File: src/rtl/mux_pkg.sv
// mux_pkg
// Shared definitions for the channel scanner:
//   MODE_MANUAL / MODE_SCAN : encodings of the 'mode' input
//   clog2()                 : ceiling log2 used to size the channel select
package mux_pkg;

  localparam logic MODE_MANUAL = 1'b0;
  localparam logic MODE_SCAN   = 1'b1;

  // Ceiling log2 for elaboration-time sizing. Bounded loop so it stays
  // usable as a constant function in every tool.
  function automatic int clog2(input int value);
    int result;
    result = 0;
    for (int i = 0; i < 31; i++) begin
      if ((1 << i) < value) begin
        result = i + 1;
      end
    end
    return result;
  endfunction

endpackage

File: src/rtl/dwell_counter.sv
// dwell_counter
// Counts 0..DWELL-1 while enabled and wraps back to 0.
// Ports:
//   clk      : clock, all updates on rising edge
//   reset    : synchronous active-high reset, count -> 0
//   enable   : advance the count this edge
//   clear    : force count to 0 this edge (takes priority over enable)
//   terminal : high when enabled and the count sits at DWELL-1, i.e. this
//              edge ends the dwell
module dwell_counter #(
  parameter int DWELL = 4
) (
  input  logic clk,
  input  logic reset,
  input  logic enable,
  input  logic clear,
  output logic terminal
);

  // DWELL is at most 255, so 8 bits always suffice.
  localparam logic [7:0] LAST = 8'(DWELL - 1);

  logic [7:0] count_reg;

  assign terminal = enable && (count_reg == LAST);

  always_ff @(posedge clk) begin
    if (reset || clear) begin
      count_reg <= 8'd0;
    end else if (enable) begin
      if (count_reg == LAST) begin
        count_reg <= 8'd0;
      end else begin
        count_reg <= count_reg + 8'd1;
      end
    end
  end

endmodule

File: src/rtl/param_mux_scanner.sv
// param_mux_scanner
// Channel selector that either follows a manual select or scans through all
// channels, dwelling DWELL cycles on each one.
// Ports:
//   clk      : clock
//   reset    : synchronous active-high reset
//   data_in  : CHANNELS*WIDTH flattened channels, channel k at [k*WIDTH +: WIDTH]
//   sel      : manual channel select
//   mode     : MODE_MANUAL (0) or MODE_SCAN (1)
//   hold     : freezes scan progress while high (ignored in manual mode)
//   data_out : registered copy of data_in[cur_sel]
//   cur_sel  : channel currently selected
//   valid    : data_out holds post-reset data
//   wrap     : one-cycle pulse after the scan wraps CHANNELS-1 -> 0
module param_mux_scanner
  import mux_pkg::*;
#(
  parameter int WIDTH    = 2,
  parameter int CHANNELS = 4,
  parameter int DWELL    = 4,
  localparam int SEL_W   = clog2(CHANNELS)
) (
  input  logic                      clk,
  input  logic                      reset,
  input  logic [CHANNELS*WIDTH-1:0] data_in,
  input  logic [SEL_W-1:0]          sel,
  input  logic                      mode,
  input  logic                      hold,
  output logic [WIDTH-1:0]          data_out,
  output logic [SEL_W-1:0]          cur_sel,
  output logic                      valid,
  output logic                      wrap
);

  localparam logic [SEL_W-1:0] SEL_ONE  = SEL_W'(1);
  localparam logic [SEL_W-1:0] SEL_LAST = SEL_W'(CHANNELS - 1);

  logic [WIDTH-1:0] chan [CHANNELS];
  logic [WIDTH-1:0] selected;
  logic             scan_mode;
  logic             scan_step;
  logic             dwell_done;

  logic [WIDTH-1:0] data_out_reg;
  logic [SEL_W-1:0] cur_sel_reg;
  logic             valid_reg;
  logic             wrap_reg;

  // Unflatten the channel bus so the mux is a plain array index.
  for (genvar gi = 0; gi < CHANNELS; gi++) begin : g_chan
    assign chan[gi] = data_in[gi*WIDTH +: WIDTH];
  end

  assign selected  = chan[cur_sel_reg];
  assign scan_mode = (mode == MODE_SCAN);
  assign scan_step = scan_mode && !hold;

  // Manual mode keeps the counter cleared so a later switch to scan starts
  // a fresh dwell on whatever channel manual mode left selected.
  dwell_counter #(
    .DWELL (DWELL)
  ) u_dwell (
    .clk      (clk),
    .reset    (reset),
    .enable   (scan_step),
    .clear    (!scan_mode),
    .terminal (dwell_done)
  );

  always_ff @(posedge clk) begin
    if (reset) begin
      data_out_reg <= '0;
      cur_sel_reg  <= '0;
      valid_reg    <= 1'b0;
      wrap_reg     <= 1'b0;
    end else begin
      data_out_reg <= selected;
      valid_reg    <= 1'b1;
      wrap_reg     <= 1'b0;
      if (!scan_mode) begin
        cur_sel_reg <= sel;
      end else if (dwell_done) begin
        // CHANNELS is a power of two, so the increment wraps naturally.
        cur_sel_reg <= cur_sel_reg + SEL_ONE;
        wrap_reg    <= (cur_sel_reg == SEL_LAST);
      end
    end
  end

  assign data_out = data_out_reg;
  assign cur_sel  = cur_sel_reg;
  assign valid    = valid_reg;
  assign wrap     = wrap_reg;

endmodule

File: config.mk
export PLATFORM = sky130hd
export DESIGN_NAME = param_mux_scanner
export DESIGN_NICKNAME = d
export VERILOG_FILES = /design/src/rtl/mux_pkg.sv /design/src/rtl/dwell_counter.sv /design/src/rtl/param_mux_scanner.sv
export SDC_FILE = /design/constraint.sdc
export NUM_CORES = 1
export LEC_CHECK = 0
export CORE_MARGIN = 4
export CORE_UTILIZATION = 44
export DETAILED_ROUTE_END_ITERATION = 12
export PLACE_DENSITY = 0.86
export SYNTH_ARGS = -nofsm -noshare
export SYNTH_HDL_FRONTEND = slang
export SYNTH_SLANG_ARGS = --single-unit
File: constraint.sdc
create_clock -name clk -period 1.7 [get_ports clk]
set_input_delay 0.17 -clock clk [delete_from_list [all_inputs] [get_ports clk]]
set_output_delay 0.17 -clock clk [all_outputs]
set_load 0.01 [all_outputs]
# Word level (Yosys, flattened, before mapping)
# Cells that the tools add are included.
[totals]
reg_bits = 14
inputBits = 14
output_inout_bits = 6
[classes]
addsub = 2
n_lt_le_gt_ge = 1
eq_ne = 3
mux = 7
n_bitwise = 3
reduce_logical = 6
[ops]
columns = ["operator", "n"]
rows = [
  ["8-bit by 1-bit adder with 8-bit output (second input constant)", 1],
  ["8-bit by 2-bit equality test with 1-bit output (second input constant)", 1],
  ["2-bit 2-to-1 mux", 4],
  ["8-bit 2-to-1 mux", 1],
  ["2-bit binary-select mux with 2-bit select", 1],
  ["3-bit >= comparator (second input constant)", 1],
  ["2-bit NOT with 3-bit output", 1],
  ["3-bit OR reduction", 1],
  ["2-bit by 1-bit adder with 2-bit output (second input constant)", 1],
  ["2-bit equality test (second input constant)", 1],
  ["1-bit logical AND", 2],
  ["1-bit zero test", 2],
  ["2-bit by 1-bit inequality test with 1-bit output (second input constant)", 1],
  ["1-bit NOT", 2],
  ["1-bit logical OR", 1],
  ["1-bit 2-to-1 mux", 1],
]

# Logic depth before layout (Yosys ltp)
[logic_depth]
ltp_word = 5
ltp_mapped = 5

# Cells and area by module
# Synthesis repeated with hierarchy kept, for this count alone.
[unflattened]
hier_cells = 62
area_unflattened_um2 = 644.4
[modules_own_cells]
columns = ["mod", "instances", "cells_each", "area_each_um2", "seq_area_each_um2"]
rows = [
  ["dwell_counter", 1, 41, 385.4, 160.2],
  ["param_mux_scanner", 1, 21, 259.0, 120.1],
]

# Least setup slack after synthesis
# OpenSTA, ideal clock, no wires.
[synth_timing]
kind = "register -> register"
from = "register u_dwell.count_reg[0]"
to = "register cur_sel_reg[0], in the netlist cur_sel[0]"
setup_ns = 0.074
t_arrival_ns = 1.428
required_time_ns = 1.626
setup_slack_ns = 0.198
path_stages_with_launch = 6
n_path_buf = 1
period_less_slack_ns = 1.502
cell_sequence = "dfxtp_1 > ha_1 > nand3b_4 > buf_2 > or4_1 > a31oi_1"
[synth_between]
elab_chain_cells = 3
[synth_lines]
columns = ["item", "line", "rtl"]
rows = [
  ["start: declaration", "dwell_counter.sv:23", "logic [7:0] count_reg;"],
  ["start signal: assignment", "dwell_counter.sv:34", "count_reg <= count_reg + 8'd1;"],
  ["8-bit by 2-bit equality test with 1-bit output", "dwell_counter.sv:25", "assign terminal = enable && (count_reg == LAST);"],
  ["1-bit logical AND", "dwell_counter.sv:25", ""],
  ["2-bit by 1-bit inequality test with 1-bit output (no line)", "-", ""],
  ["end signal: assignment", "param_mux_scanner.sv:81", "cur_sel_reg <= sel;"],
  ["end signal: assignment", "param_mux_scanner.sv:84", "cur_sel_reg <= cur_sel_reg + SEL_ONE;"],
  ["end: declaration", "param_mux_scanner.sv:45", "logic [SEL_W-1:0] cur_sel_reg;"],
]
# Every way passes these cells.
# A chain may end at the register's enable or synchronous reset.

# Final worst setup path
[layout_timing]
from = "register u_dwell.count_reg[5]"
to = "register cur_sel_reg[1], in the netlist cur_sel[1]"
# The elaborated chain is that of the path after synthesis.

==> impl_summary.txt <==
----------------------------------------------------
[Run status]
  Outcome ... completed

[Yosys]
  Number of nets in the synthesized netlist ... 82
  Share of the synthesized area in the top cell type ... between 40 and 50%
  Number of register bits inferred by synthesis ... 14
  Number of distinct library cells after synthesis ... 29
  Synthesized instance count ... 66
  Mean post-synth cell area ... approximately 10 µm²
  Cell area after synthesis ... roughly 670 µm²
  Synth warnings ... 0
  Seq/Total Area, Yosys ... between 40 and 50%
  Largest area contributor in the synthesized netlist ... dfxtp_1
  Synth area leaders ... dfxtp_1 (42%), mux4_2 (6.7%), o311ai_4 (3.9%), a21oi_1 (3.7%), ha_1 (3.7%)

[Worst setup path]
  Required time at the worst-slack endpoint ... 1.92 ns
  Critical Path Sink Type ... flip-flop
  Worst Setup SP ... u_dwell.count_reg[5]
  CP arrival ... ~1.8 ns
  End of the worst register-to-register path ... cur_sel[1]
  Startpoint of the worst register-to-register path ... u_dwell.count_reg[5]
  Reg-to-reg setup timing slack ... ~0.13 ns
  Worst Reg2Reg Path Length in Cells ... 3
  Crit Path Class ... flip-flop to flip-flop
  Worst-path maximum fanout ... 6
  Critical Path Source Type ... flip-flop

[Run]
  MaxCap Viol Count ... 0

[Global route]
  Overall Global Routing Usage ... roughly 16%
  First-pass GRT wire length ... around 2.4 mm
  Number of antenna violations at the first check in global routing ... 0
  Vias in the first global route ... between 500 and 600
  Remaining Overflow, GRT ... 0
  Pin count of the biggest net entering global routing ... 9

[Die]
  I/O Pins ... 20
  Die Footprint ... between 0.002 and 0.0025 mm²
  Die X ... approximately 47 µm
  Die Y-Extent ... roughly 47 µm
  Starting density of the core ... roughly 49%
  Cell row count ... 13
  Core box area ... 0.00137 mm²

[Timing]
  TNS Setup ... 0 ns
  Final-report max-slew violation count ... 0
  Setup repair after global routing missed its margin ... false
  Final Skew ... 0.00114 ns
  Setup-violating endpoint count in the final report ... 0
  Final critical-path required period ... between 1.5 and 2 ns
  Tightest Pin Transition ... between 0.4 and 0.5 ns
  Period Utilization, post-route ... between 90% and 100%
  Remaining max-slew budget at the tightest pin ... a little over two thirds
  Fmax ... about 640 MHz
  Final hold vios ... 0

[Worst hold path]
  Hold WC Path Type ... input port to flip-flop
  Number of cells on the worst hold path ... 3
  Worst Hold Path EP ... cur_sel[1]
  Hold Startpoint ... sel[1]

[Cells and area]
  Non-Filler Cell Area, Final ... 937 µm²
  Area Growth Syn to Fin ... 39.0%
  Most used cells in the layout excluding fill and tap cells ... clkdlybuf4s50_1 (19), dfxtp_1 (14), inv_1 (6)
  Most common cell after layout, fill and taps aside ... clkdlybuf4s50_1
  Antenna Diode Count ... 0
  Number of flip-flops under the largest register name ... 8
  Filler Cells Inserted ... about 110
  Non-filler instance count after layout ... approximately 110
  Final net count ... 108
  Proportion of layout cells with a drive suffix above 1 ... ~16%

[Power]
  Pwr per Cell Area ... around 700 mW/mm²
  Peak supply drop ... between 0.5 and 0.6 mV
  Leakage component of the power ... 0.338 nW

[CTS]
  Clk_lat worst skew ... ~0.28 ns
  Maximum clock insertion buffer count ... 2
  TritonCTS clock tree ... yes
  Buffer count from post-CTS setup fixing ... 0
  Number of sinks on the clock net ... 14
  Root Buffer ... clkbuf_4
  H-tree levels ... 1
  Post-cts resize count ... 0
  Number of buffers inserted by hold repair at cts ... 0
  Clock transition time at the flip-flop clock pins of the worst setup and hold paths ... 0.08 ns
  Number of CTS-inserted buffers ... 3

[Drt]
  Detailed-route via count ... 594
  1st-pass router iterations ... 3
  Total wirelength of the detailed-routed design ... ~1.5 mm
  Vias per cell ... ~5.6
  Drt first-iter violations ... 8
  Routed WL per cell ... roughly 14 µm
  Antenna Violating Nets Remaining ... 0
  DRC violations left ... 0

[Place]
  Routability Congestion ... around 0.8
  Number of I/O port buffers ... 19
  Post-DP HPWL ... 1.13 mm
  Dpl cell area ... 901 µm²
  Placed instance count ... approximately 100

----------------------------------------------------
[synthesized netlist by cell type]
library cell / n
dfxtp_1: 14
inv_1: 6
a21oi_1: 5
o21ai_0: 4
or3_1: 3
or4_1: 3
a31oi_1: 2
and2_1: 2
ha_1: 2
mux4_2: 2
nand2_1: 2
nor2_1: 2
o311ai_0: 2
xnor2_1: 2
a221oi_1: 1
buf_2: 1
nand2b_1: 1
nand3_1: 1
nand3b_4: 1
nand4_1: 1
nand4b_1: 1
nor2b_1: 1
nor4_1: 1
o311ai_4: 1
o31ai_1: 1
or2_2: 1
or2b_2: 1
or3_2: 1
or4_4: 1
[how the worst max path moves through the flow]
stage / to / slack (ns) / cells past startpoint
after floorplan: cur_sel[0] / 0.20 / 5
after global placement: cur_sel[1] / 0.10 / 4
after detailed placement: cur_sel[1] / 0.04 / 4
after CTS: cur_sel[1] / 0.13 / 3
after global routing: cur_sel[0] / 0.07 / 3
final: cur_sel[1] / 0.13 / 3
[metrics by stage]
step	utilization (%)	worst slack [ns]	power (mW)	hold slack, ns
after floorplan	-	0.198	0.385	0.239
after global placement	65.9	0.103	0.440	0.465
after detailed placement	65.9	0.0427	0.442	0.481
after CTS	68.6	0.134	0.684	0.467
after global routing	68.6	0.0749	0.709	0.502
final	68.6	0.134	0.676	0.472
[worst max-delay path, stage by stage, from the launching register on]
cell and delay [ns]:
dfxtp_1 0.34, or4_4 0.56, or4_1 0.42, a31oi_1 0.17
[routing by layer]
layer  GRT usage, %  up-vias  wire length [µm]
met5              0        -                 0
li1               -      297                 -
met2           27.6       21               673
met4           13.3        0                47
met3           3.07        5               146
met1           17.1      271               629
[kinds of logic after synthesis]
family                     Yosys count  share of synthesized area [%]
muxes                                2                           6.68
xor gates and xnor gates             2                           2.60
adders and majority gates            2                           3.71
and+or+nand+nor                     23                           23.9
buffers and inverters                7                           4.08
DFF                                 14                           41.6
AOI/OAI and AO/OA                   16                           17.4
[cell type report]
type / count / area (µm²) / share of cell area (%)
Timing Repair Buffer: 22 / 213 / 22.7
Inverter: 6 / 22.5 / 2.40
Sequential cell: 14 / 280 / 29.9
Tap cell: 15 / 18.8 / 2.00
Clock buffer: 4 / 36.3 / 3.87
Multi-Input combinational cell: 45 / 367 / 39.1
[power by group]
| group | switching (mW) | leakage (nW) | total (mW) | internal [mW] |
|---|---|---|---|---|
| registers | 0.00742 | 0.114 | 0.345 | 0.337 |
| clock network | 0.112 | 0.0210 | 0.242 | 0.130 |
| logic | 0.0288 | 0.203 | 0.0890 | 0.0603 |
| total | 0.148 | 0.338 | 0.676 | 0.528 |
No activity file was read; power rests on OpenSTA's default activity.
